`config.mk`:
```
export PLATFORM = sky130hd
export DESIGN_NAME = max_pool2x2_stream
export DESIGN_NICKNAME = d
export VERILOG_FILES = /design/src/rtl/max_pool2x2_stream.sv
export SDC_FILE = /design/constraint.sdc
export NUM_CORES = 1
export LEC_CHECK = 0
export BUFFER_PORTS_ARGS = -buffer_cell sky130_fd_sc_hd__buf_2
export CAP_MARGIN = 40
export CORE_ASPECT_RATIO = 1.25
export CORE_MARGIN = 2
export CORE_UTILIZATION = 33
export DETAILED_ROUTE_END_ITERATION = 7
export PLACE_DENSITY = 0.58
export SYNTH_ARGS = -nofsm -noshare
export SYNTH_HDL_FRONTEND = slang
export SYNTH_SLANG_ARGS = --single-unit
export TNS_END_PERCENT = 20
```
`constraint.sdc`:
```
create_clock -name clk -period 4.45 [get_ports clk]
set_input_delay 0.6675 -clock clk [delete_from_list [all_inputs] [get_ports clk]]
set_output_delay 0.6675 -clock clk [all_outputs]
set_load 0.05 [all_outputs]
```
`src/rtl/max_pool2x2_stream.sv`:
```
// Streaming 2x2 / stride-2 max pooler for a single feature-map channel.
// Pixels arrive in raster order, one per accepted beat. The horizontal pair
// maximum of each even row is parked in a half-width line buffer. The matching
// pair on the following odd row is combined with it to form the window maximum.
module max_pool2x2_stream #(
    parameter int DATA_W = 8,
    parameter int IMG_W  = 28,
    parameter int IMG_H  = 28,
    parameter int SIGNED = 0
) (
    input  logic              clk,
    input  logic              rst,
    input  logic              clear,
    input  logic              in_valid,
    input  logic [DATA_W-1:0] in_data,
    output logic              out_valid,
    output logic [DATA_W-1:0] out_data,
    output logic              out_last,
    output logic              frame_done
);

    // Pooled output grid; a trailing odd column/row is counted but never pooled.
    localparam int POOL_W = IMG_W / 2;
    localparam int POOL_H = IMG_H / 2;

    localparam int COL_W = (IMG_W > 1) ? $clog2(IMG_W) : 1;
    localparam int ROW_W = (IMG_H > 1) ? $clog2(IMG_H) : 1;
    localparam int LB_AW = (POOL_W > 1) ? $clog2(POOL_W) : 1;

    localparam logic [COL_W-1:0] COL_MAX      = COL_W'(IMG_W - 1);
    localparam logic [ROW_W-1:0] ROW_MAX      = ROW_W'(IMG_H - 1);
    localparam logic [COL_W-1:0] WIN_COL_LAST = COL_W'(2 * POOL_W - 1);
    localparam logic [ROW_W-1:0] WIN_ROW_LAST = ROW_W'(2 * POOL_H - 1);

    // Larger of two pixels under the configured signedness. On a tie either
    // operand gives the same bits, so the choice does not matter.
    function automatic logic [DATA_W-1:0] max2(input logic [DATA_W-1:0] a,
                                                input logic [DATA_W-1:0] b);
        logic a_ge_b;
        if (SIGNED != 0) begin
            a_ge_b = ($signed(a) >= $signed(b));
        end else begin
            a_ge_b = (a >= b);
        end
        return a_ge_b ? a : b;
    endfunction

    // Raster position of the pixel currently on in_data.
    logic [COL_W-1:0]  col;
    logic [ROW_W-1:0]  row;

    // Even-column pixel waiting for its odd-column partner.
    logic [DATA_W-1:0] hold;

    // Pair maxima of the last even row, one entry per pooled column.
    logic [DATA_W-1:0] linebuf [POOL_W];

    logic              accept;
    logic              col_end;
    logic              row_end;
    logic [LB_AW-1:0]  lb_idx;
    logic [DATA_W-1:0] pair_max;
    logic [DATA_W-1:0] win_max;
    logic              lb_wr;
    logic              emit;
    logic              emit_last;
    logic              frame_end;

    // Decode the current beat: acceptance, window position and the maxima.
    // NOTE: every signal driven here gets a value on every path (defaults
    // first), otherwise synthesis infers a latch to hold the old value.
    always_comb begin
        accept    = 1'b0;
        col_end   = 1'b0;
        row_end   = 1'b0;
        lb_idx    = '0;
        pair_max  = '0;
        win_max   = '0;
        lb_wr     = 1'b0;
        emit      = 1'b0;
        emit_last = 1'b0;
        frame_end = 1'b0;

        // clear wins over a coincident pixel, which is simply dropped.
        accept    = in_valid & ~clear;
        col_end   = (col == COL_MAX);
        row_end   = (row == ROW_MAX);
        lb_idx    = LB_AW'(col >> 1);
        pair_max  = max2(hold, in_data);
        win_max   = max2(linebuf[lb_idx], pair_max);

        // Odd column closes a horizontal pair: even rows park it, odd rows
        // complete the 2x2 window. Odd columns always fall inside the
        // pooled area, so no extra range check is needed.
        lb_wr     = accept & col[0] & ~row[0];
        emit      = accept & col[0] & row[0];
        emit_last = emit & (col == WIN_COL_LAST) & (row == WIN_ROW_LAST);
        frame_end = accept & col_end & row_end;
    end

    // Raster counters: col wraps into row, row wraps at frame end.
    // NOTE: sequential state uses non-blocking assignments so that every
    // register samples the pre-edge values, regardless of statement order.
    always_ff @(posedge clk or posedge rst) begin
        if (rst) begin
            col <= '0;
            row <= '0;
        end else if (clear) begin
            col <= '0;
            row <= '0;
        end else if (accept) begin
            if (col_end) begin
                col <= '0;
                row <= row_end ? '0 : row + 1'b1;
            end else begin
                col <= col + 1'b1;
            end
        end
    end

    // Capture the even-column pixel of each horizontal pair.
    always_ff @(posedge clk or posedge rst) begin
        if (rst) begin
            hold <= '0;
        end else if (clear) begin
            hold <= '0;
        end else if (accept && !col[0]) begin
            hold <= in_data;
        end
    end

    // Line buffer write port; read combinationally above on odd rows only.
    // NOTE: the line buffer has no reset so it can map to distributed RAM;
    // every entry is written on an even row before the odd row reads it.
    always_ff @(posedge clk) begin
        if (lb_wr) begin
            linebuf[lb_idx] <= pair_max;
        end
    end

    // Registered outputs: single-cycle pulses, out_data holds between them.
    always_ff @(posedge clk or posedge rst) begin
        if (rst) begin
            out_valid  <= 1'b0;
            out_data   <= '0;
            out_last   <= 1'b0;
            frame_done <= 1'b0;
        end else if (clear) begin
            out_valid  <= 1'b0;
            out_last   <= 1'b0;
            frame_done <= 1'b0;
        end else begin
            out_valid  <= emit;
            out_last   <= emit_last;
            frame_done <= frame_end;
            if (emit) begin
                out_data <= win_max;
            end
        end
    end

endmodule

```
After elaboration in Yosys (flattened, before gate mapping):

Memories as Yosys holds them, arrays and structs flattened.
Cells that the tools add are included.
W data, S select, Z words.

* word-level logic and storage cells: 47
* flip-flop bits (word level): 29
* latch bits: 0
* memories kept: 1
* bits in read-only memories: 0
* memory bits (writable): 112

* order comparisons: 2
* muxes and demuxes: 16
* reductions and logical operators: 7
* $add $sub $neg: 2
* shift operators: 0
* multipliers: 0
* divide/modulo/power cells: 0
* equality and inequality tests: 2
* bitwise logic cells: 10

Memories
* linebuf: depth 14, bits a word 8, rd ports 1, clocked after Yosys merged registers in 0, wr ports 1, RTL line 56 `logic [DATA_W-1:0] linebuf [POOL_W];`

Operators by type and width (number)
* $mux W5: 7
* $mux W8: 4
* $ge A8 B8 Y1: 2
* $add A5 B1 Y5 const B: 2
* $eq A5 B5 Y1 const B: 2
* $and A1 B1 Y1: 8
* $reduce_bool A2 Y1: 3
* $mux W1: 5
* $reduce_and A2 Y1: 2
* $not A1 Y1: 2
* $logic_and A1 B1 Y1: 1
* $logic_not A1 Y1: 1

Depth between registers and ports, before layout:

Gate-level depths: netlist of the first run.

* depth in word-level cells: 7
* mapped depth: 14
* depth with buffers taken out: 13

Least setup slack after synthesis of the first run:

OpenSTA, ideal clock, no wires.

* path kind: input to register
* start point: input in_data[2]
* end point: register out_data[2]
* data required time: 4.363 ns
* slack: 0.766 ns
* arrival time: 3.598 ns
* stages: 13
* setup time: 0.087 ns
* path through: inv_1 -> ha_1 -> a211oi_1 -> o21ai_1 -> a211oi_4 -> mux2i_1 -> ha_1 -> and2_1 -> a221oi_1 -> o21ai_2 -> or2_2 -> buf_1 -> o211ai_1

* cells in the longest elaborated chain, start to end: 4

Ends and longest elaborated chain
* start: declaration: RTL line 15 `input logic [DATA_W-1:0] in_data,`
* $ge A8 B8 Y1: RTL line 43 `a_ge_b = (a >= b);`
* $mux W8 (*): RTL line 45 `return a_ge_b ? a : b;`
* $ge A8 B8 Y1: RTL line 43
* $mux W8 (*): RTL line 45
* end signal: assignment: RTL line 157 `out_data <= win_max;`
* end: declaration: RTL line 17 `output logic [DATA_W-1:0] out_data,`

Every way passes the cells marked *; elsewhere a longest branch is shown, timed or not.
A chain may end at the register's enable or synchronous reset.

Worst setup path in the final report of the first run:

* start point: register hold[2]
* end point: register out_data[2]

* cells in the longest elaborated chain, start to end: 4

Ends and longest elaborated chain
* start: declaration: RTL line 53 `logic [DATA_W-1:0] hold;`
* start signal: assignment: RTL line 128 `hold <= in_data;`
* $ge A8 B8 Y1: RTL line 43
* $mux W8 (*): RTL line 45
* $ge A8 B8 Y1: RTL line 43
* $mux W8 (*): RTL line 45

Marks and branches as above.

==> metrics.yaml, run 1 <==
nFillCells: 1722
max-vdd-ir-drop_v: 0.0002079
hold_slack_ns: 0.2185
pin_count: 23
critPathKind: "register to register"
dieHeight_um: 157.2
num-nets-final: 500
synth_cells: 445
dp_hpwl_mm: 9.338
critPathLaunchType: "register"
htree_levels: 4
status: "finished, final reports clean"
slew_headroom_pct: 46.31
path_common_cell: "ha_1"
rows: 56
cp_top_family: "compound AO/OA/AOI/OAI gates"
yosysWarnings: 0
cts_tree: "built"
grt_pass1_wl_mm: 21.36
ys_seq_elements: 141
p_leak_nw: 2.547
cpPeakStageDelay_ns: 0.57
cp.required_ns: 4.78
cts_root_buf: "clkbuf_16"
min_period_ns: 3.647
synth_area_um2: 6200
synth_area_per_cell_um2: 13.93
vias: 3685
crit_cells: 11
dr_wl_met3_um: 460
worst-path-buf-inv: 0
hold_viol_final: 0
power.density_nw_per_um2: 417.4
die_w_um: 126.6
yosysUniqueCellTypes: 46
area_growth_pct: 14.85
pre_cts_slack_ns: 0.4022
layout-drive-gt1-share_pct: 14.49
fin_worst_skew_ns: 0.006239
hold_buffers: 0
totalWireLength_mm: 13.44
period_share_pct: 81.96
tightest_slew_ns: 0.8024
cts-resized-gates: 0
path_cells: "ha_1, a211oi_1, o21ai_1, a211oi_4, mux2i_1, ha_1, a21o_1, a221oi_1, o21ai_2, or2_2, o211ai_1"
diodes: 0
met1_length_mm: 5.681
ant_nets: 0
grt_pass1_vias: 3775
highest_layer: "met4"
port-buffer-count: 22
hold_path.class: "input pin to asynchronous set/reset pin"
dr.pass1.iters: 5
arrival_ns: 3.98
cts_buffer_depth: 2
dieArea_um2: 19910
async_reset_ff_share_pct: 20.57
finalSetupTns_ns: 0
drv_slew: 0
wire_per_inst_um: 18.80
worstRegToRegCells: 11
drt_iter0_markers: 210
timing.fmax_mhz: 274.2
synth-main-ff-cell: "edfxtp_1"
core_area_um2: 18570
cts_setup_buffers: 0
drc: 0
yosysSeqAreaShare_pct: 65.95
cts.clk_slew.worst_paths_ns: 0.06
max-cap-violations: 0
insertion_delay_ns: 0.42
clock-sinks: 141
cts_made_buffers: 17
synth_edf_count: 112
endpoint_kind: "register"
overflow: 0
worstPathMaxFanout: 9
crit_path_top_delay_cell: "a211oi_4"
rsz0062_at_grt: "false"
grt_max_degree: 43
viasPerCell: 5.154
layout_setup_ws_ns: 0.8027
finalSetupViolCount: 0
wl_met2_mm: 6.976
gp_congestion: 0.8578
antenna_found_initial: 0
synth_fp_nets: 475
initial_core_util_pct: 33.39
grtUsageTotal_pct: 14.42
Yosys cell counts, drive strengths merged (3+ instances only):
master / count / area [um^2]
dfrtp: 29 / 725.7
or4: 7 / 78.83
nor2: 25 / 93.84
mux2i: 57 / 570.6
nor3: 5 / 25.02
buf: 14 / 96.33
nor2b: 3 / 18.77
o22ai: 16 / 100.1
ha: 18 / 225.2
inv: 18 / 67.56
clkbuf: 9 / 33.78
nor3b: 3 / 22.52
o21ai: 9 / 48.79
o2bb2ai: 16 / 140.1
nand3b: 4 / 30.03
nand2b: 5 / 31.28
or3b: 3 / 26.28
nand2: 36 / 135.1
nand3: 12 / 60.06
edfxtp: 112 / 3363
a211oi: 3 / 35.03
a21oi: 13 / 65.06
o211ai: 8 / 60.06
cells by family (layout without fill, tap and decap cells):
logic type	Yosys count	after routing	share of synthesized area (%)
simple gates	114	114	9.688
xor+xnor	1	1	0.1413
mux	57	57	9.203
fa+ha+maj	18	18	3.633
compound gates	72	72	8.133
buf+inv	42	80	3.249
flops	141	141	65.95
where the power goes:
group / switching, mW / total (mW) / internal, mW / leakage [nW]
clock network: 0.573 / 1.35 / 0.780 / 0.273
registers: 0.00900 / 1.46 / 1.45 / 1.41
logic: 0.110 / 0.163 / 0.0534 / 0.866
total: 0.691 / 2.97 / 2.28 / 2.55
cell usage in the layout (no fill, tap or decap), drive strengths merged, types with 2 or more instances in the layout:
cell and instances:
a211oi 3, a21oi 13, and3 2, and4b 2, buf 29, clkbuf 18
clkinv 7, clkinvlp 2, dfrtp 29, edfxtp 112, ha 18, inv 23
mux2i 57, nand2 36, nand2b 5, nand3 12, nand3b 4, nor2 25
nor2b 3, nor3 5, nor3b 3, o211ai 8, o21ai 9, o22ai 16
o2bb2ai 16, or3 2, or3b 3, or4 7
area by class of cell:
cell class	count	area (um^2)	share of cell area [%]
timing repair buffer	29	192.7	2.706
clock inverter	14	137.6	1.933
multi-input combinational	262	1909	26.81
sequential	141	4090	57.44
tap	232	290.3	4.077
inverter	19	71.32	1.002
clock buffer	18	429.2	6.027
metrics by stage:
stage          utilization [%]  total power, mW  cell area, um^2  std cells
3_3_place_gp             35.12            1.638             6521        681
3_5_place_dp             35.30            1.647             6554        683
2_1_floorplan                -            1.587             6200        445
5_1_grt                  38.35            3.067             7121        715
6_report                 38.35            2.972             7121        715
4_1_cts                  38.35            2.992             7121        715
flip-flops by register name (all words and copies together), names as in the netlist:
register	count
col	5
out_valid	1
out_last	1
hold	8
linebuf	112
row	5
frame_done	1
out_data	8
per-layer routing:
layer,global-route usage (%),vias up
li1,-,1743
met1,16.73,1845
met2,25.21,79
met3,3.433,18
met4,6.646,0
met5,0,-
final timing paths:
path,slack [ns],endpoint,start
setup / recovery,0.80,out_data[2],hold[2]
hold / removal,0.22,frame_done,rst
setup reg to reg,0.80,out_data[2],hold[2]
hold reg to reg,0.52,out_data[4],out_data[4]
max in group asynchronous,3.79,hold[3],rst
min in group clk,0.50,hold[4],in_data[4]
(Power assumes the default switching activity.)
==> run 2: changes to the inputs <==
--- a/config.mk
+++ b/config.mk
@@ -5,6 +5,7 @@
 export SDC_FILE = /design/constraint.sdc
 export NUM_CORES = 1
 export LEC_CHECK = 0
+export ABC_AREA = 1
 export BUFFER_PORTS_ARGS = -buffer_cell sky130_fd_sc_hd__buf_2
 export CAP_MARGIN = 40
 export CORE_ASPECT_RATIO = 1.25
==> constraint.sdc (replaced) <==
create_clock -name clk -period 3.8 [get_ports clk]
set_input_delay 0.57 -clock clk [delete_from_list [all_inputs] [get_ports clk]]
set_output_delay 0.57 -clock clk [all_outputs]
set_load 0.05 [all_outputs]
==> run 2 against run 1 <==
  * Worst setup slack got worse by 0.052 ns
  * Clock skew increased by 0.0042 ns
  * Count of clock-buffer cells in the layout down 1
  * Design area grew 6.0%
  * Via count increased by 22%
  * Die area up 4.3%
  * Critical path depth up 7
  * Wire length rose by 8.9%
  * First-iteration DRC count is 8.6% higher
  * Largest power group unchanged
==> metrics.yaml, run 2 <==
synth_area_per_cell_um2: 9.733
num-nets-final: 734
insertion_delay_ns: 0.42
synth_area_leaders: "edfxtp_1, nand2_1, dfrtp_1"
drc: 0
hold_path.class: "input pin to asynchronous set/reset pin"
timing.fmax_mhz: 328.0
overflow: 0
grt_max_degree: 53
mostFrequentLayoutCells: "nand2_1, edfxtp_1, nand3_1, inv_1, nor2_1"
endpoint_kind: "register"
cts_root_buf: "clkbuf_16"
yosys.area.top_type_share_pct: 51.96
synth_cells: 665
largest_reg_flops: 112
port-buffer-count: 22
yosys-top-cells-count: "nand2_1, edfxtp_1, nand3_1"
rows: 57
max-vdd-ir-drop_v: 0.0002628
p_total_mw: 3.773
synth_fp_nets: 695
grt_pass1_wl_mm: 23.76
critPathKind: "register to register"
cts_buffer_depth: 2
cp.required_ns: 4.10
finalInstanceArea_um2: 7551
ys_seq_elements: 141
max-cap-violations: 0
finalSetupViolCount: 0
critPathLaunchType: "register"
pin_count: 23
cts.clk_slew.worst_paths_ns: 0.06
grt_pass1_vias: 4526
worstRegToRegCells: 18
cts_tree: "built"
period_share_pct: 80.24
finalSetupTns_ns: 0
initial_core_util_pct: 33.49
hold_viol_final: 0
drt_iter0_markers: 228
antenna_found_initial: 0
drv_slew: 0
core_area_um2: 19330
synth-main-ff-cell: "edfxtp_1"
gp_congestion: 0.8435
viasPerCell: 4.581
diodes: 0
largestRegisters: "linebuf x112, hold x8, out_data x8"
p_leak_nw: 3.291
fin_worst_skew_ns: 0.01047
cts_made_buffers: 17
yosysWarnings: 0
cts_setup_buffers: 0
clock-sinks: 141
dieArea_um2: 20760
slew_headroom_pct: 46.31
area_growth_pct: 16.66
async_reset_ff_share_pct: 20.57
yosysUniqueCellTypes: 32
synth_area_um2: 6472
top_register: "linebuf"
min_period_ns: 3.049
r2r-end: "out_data[2]"
yosysMostFrequentCell: "nand2_1"
dr.pass1.iters: 5
wire_per_inst_um: 14.90
worstPathMaxFanout: 9
die_w_um: 129.3
ant_nets: 0
rsz0062_at_grt: "false"
power.density_nw_per_um2: 499.6
dpl_cell_area_um2: 6938
tightest_slew_ns: 0.8023
yosys.area.top_type: "edfxtp_1"
status: "finished, final reports clean"
yosysSeqAreaShare_pct: 63.17
vias: 4499
reg2reg_setup_slack_ns: 0.75
synth_edf_count: 112
hold_buffers: 0
cts-resized-gates: 0
totalWireLength_mm: 14.64
grtUsageTotal_pct: 15.14
htree_levels: 4
dieHeight_um: 160.6
layout_commonest_cell: "nand2_1"
arrival_ns: 3.35
layout-drive-gt1-share_pct: 11.30
dp_hpwl_mm: 10.17
hold_slack_ns: 0.2122
r2r_start: "hold[7]"
==> run 2: per-layer routing <==
| metal | wire length (um) | up-vias | global-route usage, % |
|---|---|---|---|
| met4 | 245 | 0 | 5.632 |
| met5 | 0 | - | 0 |
| met2 | 7499 | 96 | 26.67 |
| met3 | 459 | 15 | 2.831 |
| met1 | 6432 | 2109 | 18.22 |
| li1 | - | 2279 | - |
==> run 2: worst max-delay path: stages, from the launching register on <==
cell and delay, ns:
dfrtp_1 0.40, ha_1 0.29, nand2_1 0.07, inv_1 0.03
nor2_1 0.07, o21a_1 0.30, nand2_1 0.23, nand2_1 0.13
nand2_1 0.07, inv_1 0.06, ha_1 0.23, a21oi_1 0.13
nor2_1 0.05, nor2_1 0.11, nand3_2 0.18, inv_1 0.26
nand3_1 0.14, nand3_1 0.09, nand2_1 0.07
==> run 2: worst max path at each step <==
stage / start / slack (ns) / cells past startpoint / end
6_report: hold[7] / 0.75 / 18 / out_data[2]
5_1_grt: hold[1] / 0.36 / 18 / out_data[3]
4_1_cts: hold[1] / 0.74 / 18 / out_data[3]
3_5_place_dp: in_data[1] / 0.43 / 20 / out_data[3]
3_3_place_gp: in_data[7] / 0.45 / 19 / out_data[3]
2_1_floorplan: in_data[7] / 0.77 / 17 / out_data[0]
==> run 2: cells by family (layout without fill, tap and decap cells) <==
family	after synthesis	in the layout	synth area share, %
xor gates and xnor gates	4	4	0.5414
AOI/OAI and AO/OA	32	32	2.784
DFF	141	141	63.17
and+or+nand+nor	402	402	25.42
adders and majority gates	18	18	3.480
buffers and inverters	68	120	4.601
==> run 2: cell type report <==
| class | count | area (um^2) |
|---|---|---|
| Inverter | 50 | 187.7 |
| Clock buffer | 17 | 425.4 |
| Multi-Input combinational cell | 456 | 2086 |
| Clock inverter | 15 | 187.7 |
| Tap cell | 265 | 331.6 |
| Fill cell | 1920 | 11780 |
| Timing Repair Buffer | 38 | 242.7 |
| Sequential cell | 141 | 4090 |
==> run 2: per-stage QoR <==
stage,utilization (%),cells,worst slack [ns]
floorplan,-,665,0.7707
global placement,35.90,950,0.4515
detailed placement,35.90,950,0.4333
CTS,39.07,982,0.7439
global route,39.07,982,0.3643
finish,39.07,982,0.7510
==> run 2: report_power, final <==
group          internal [mW]  switching, mW
registers               1.70         0.0108
logic                  0.107          0.245
clock network           1.04          0.663
total                   2.85          0.919
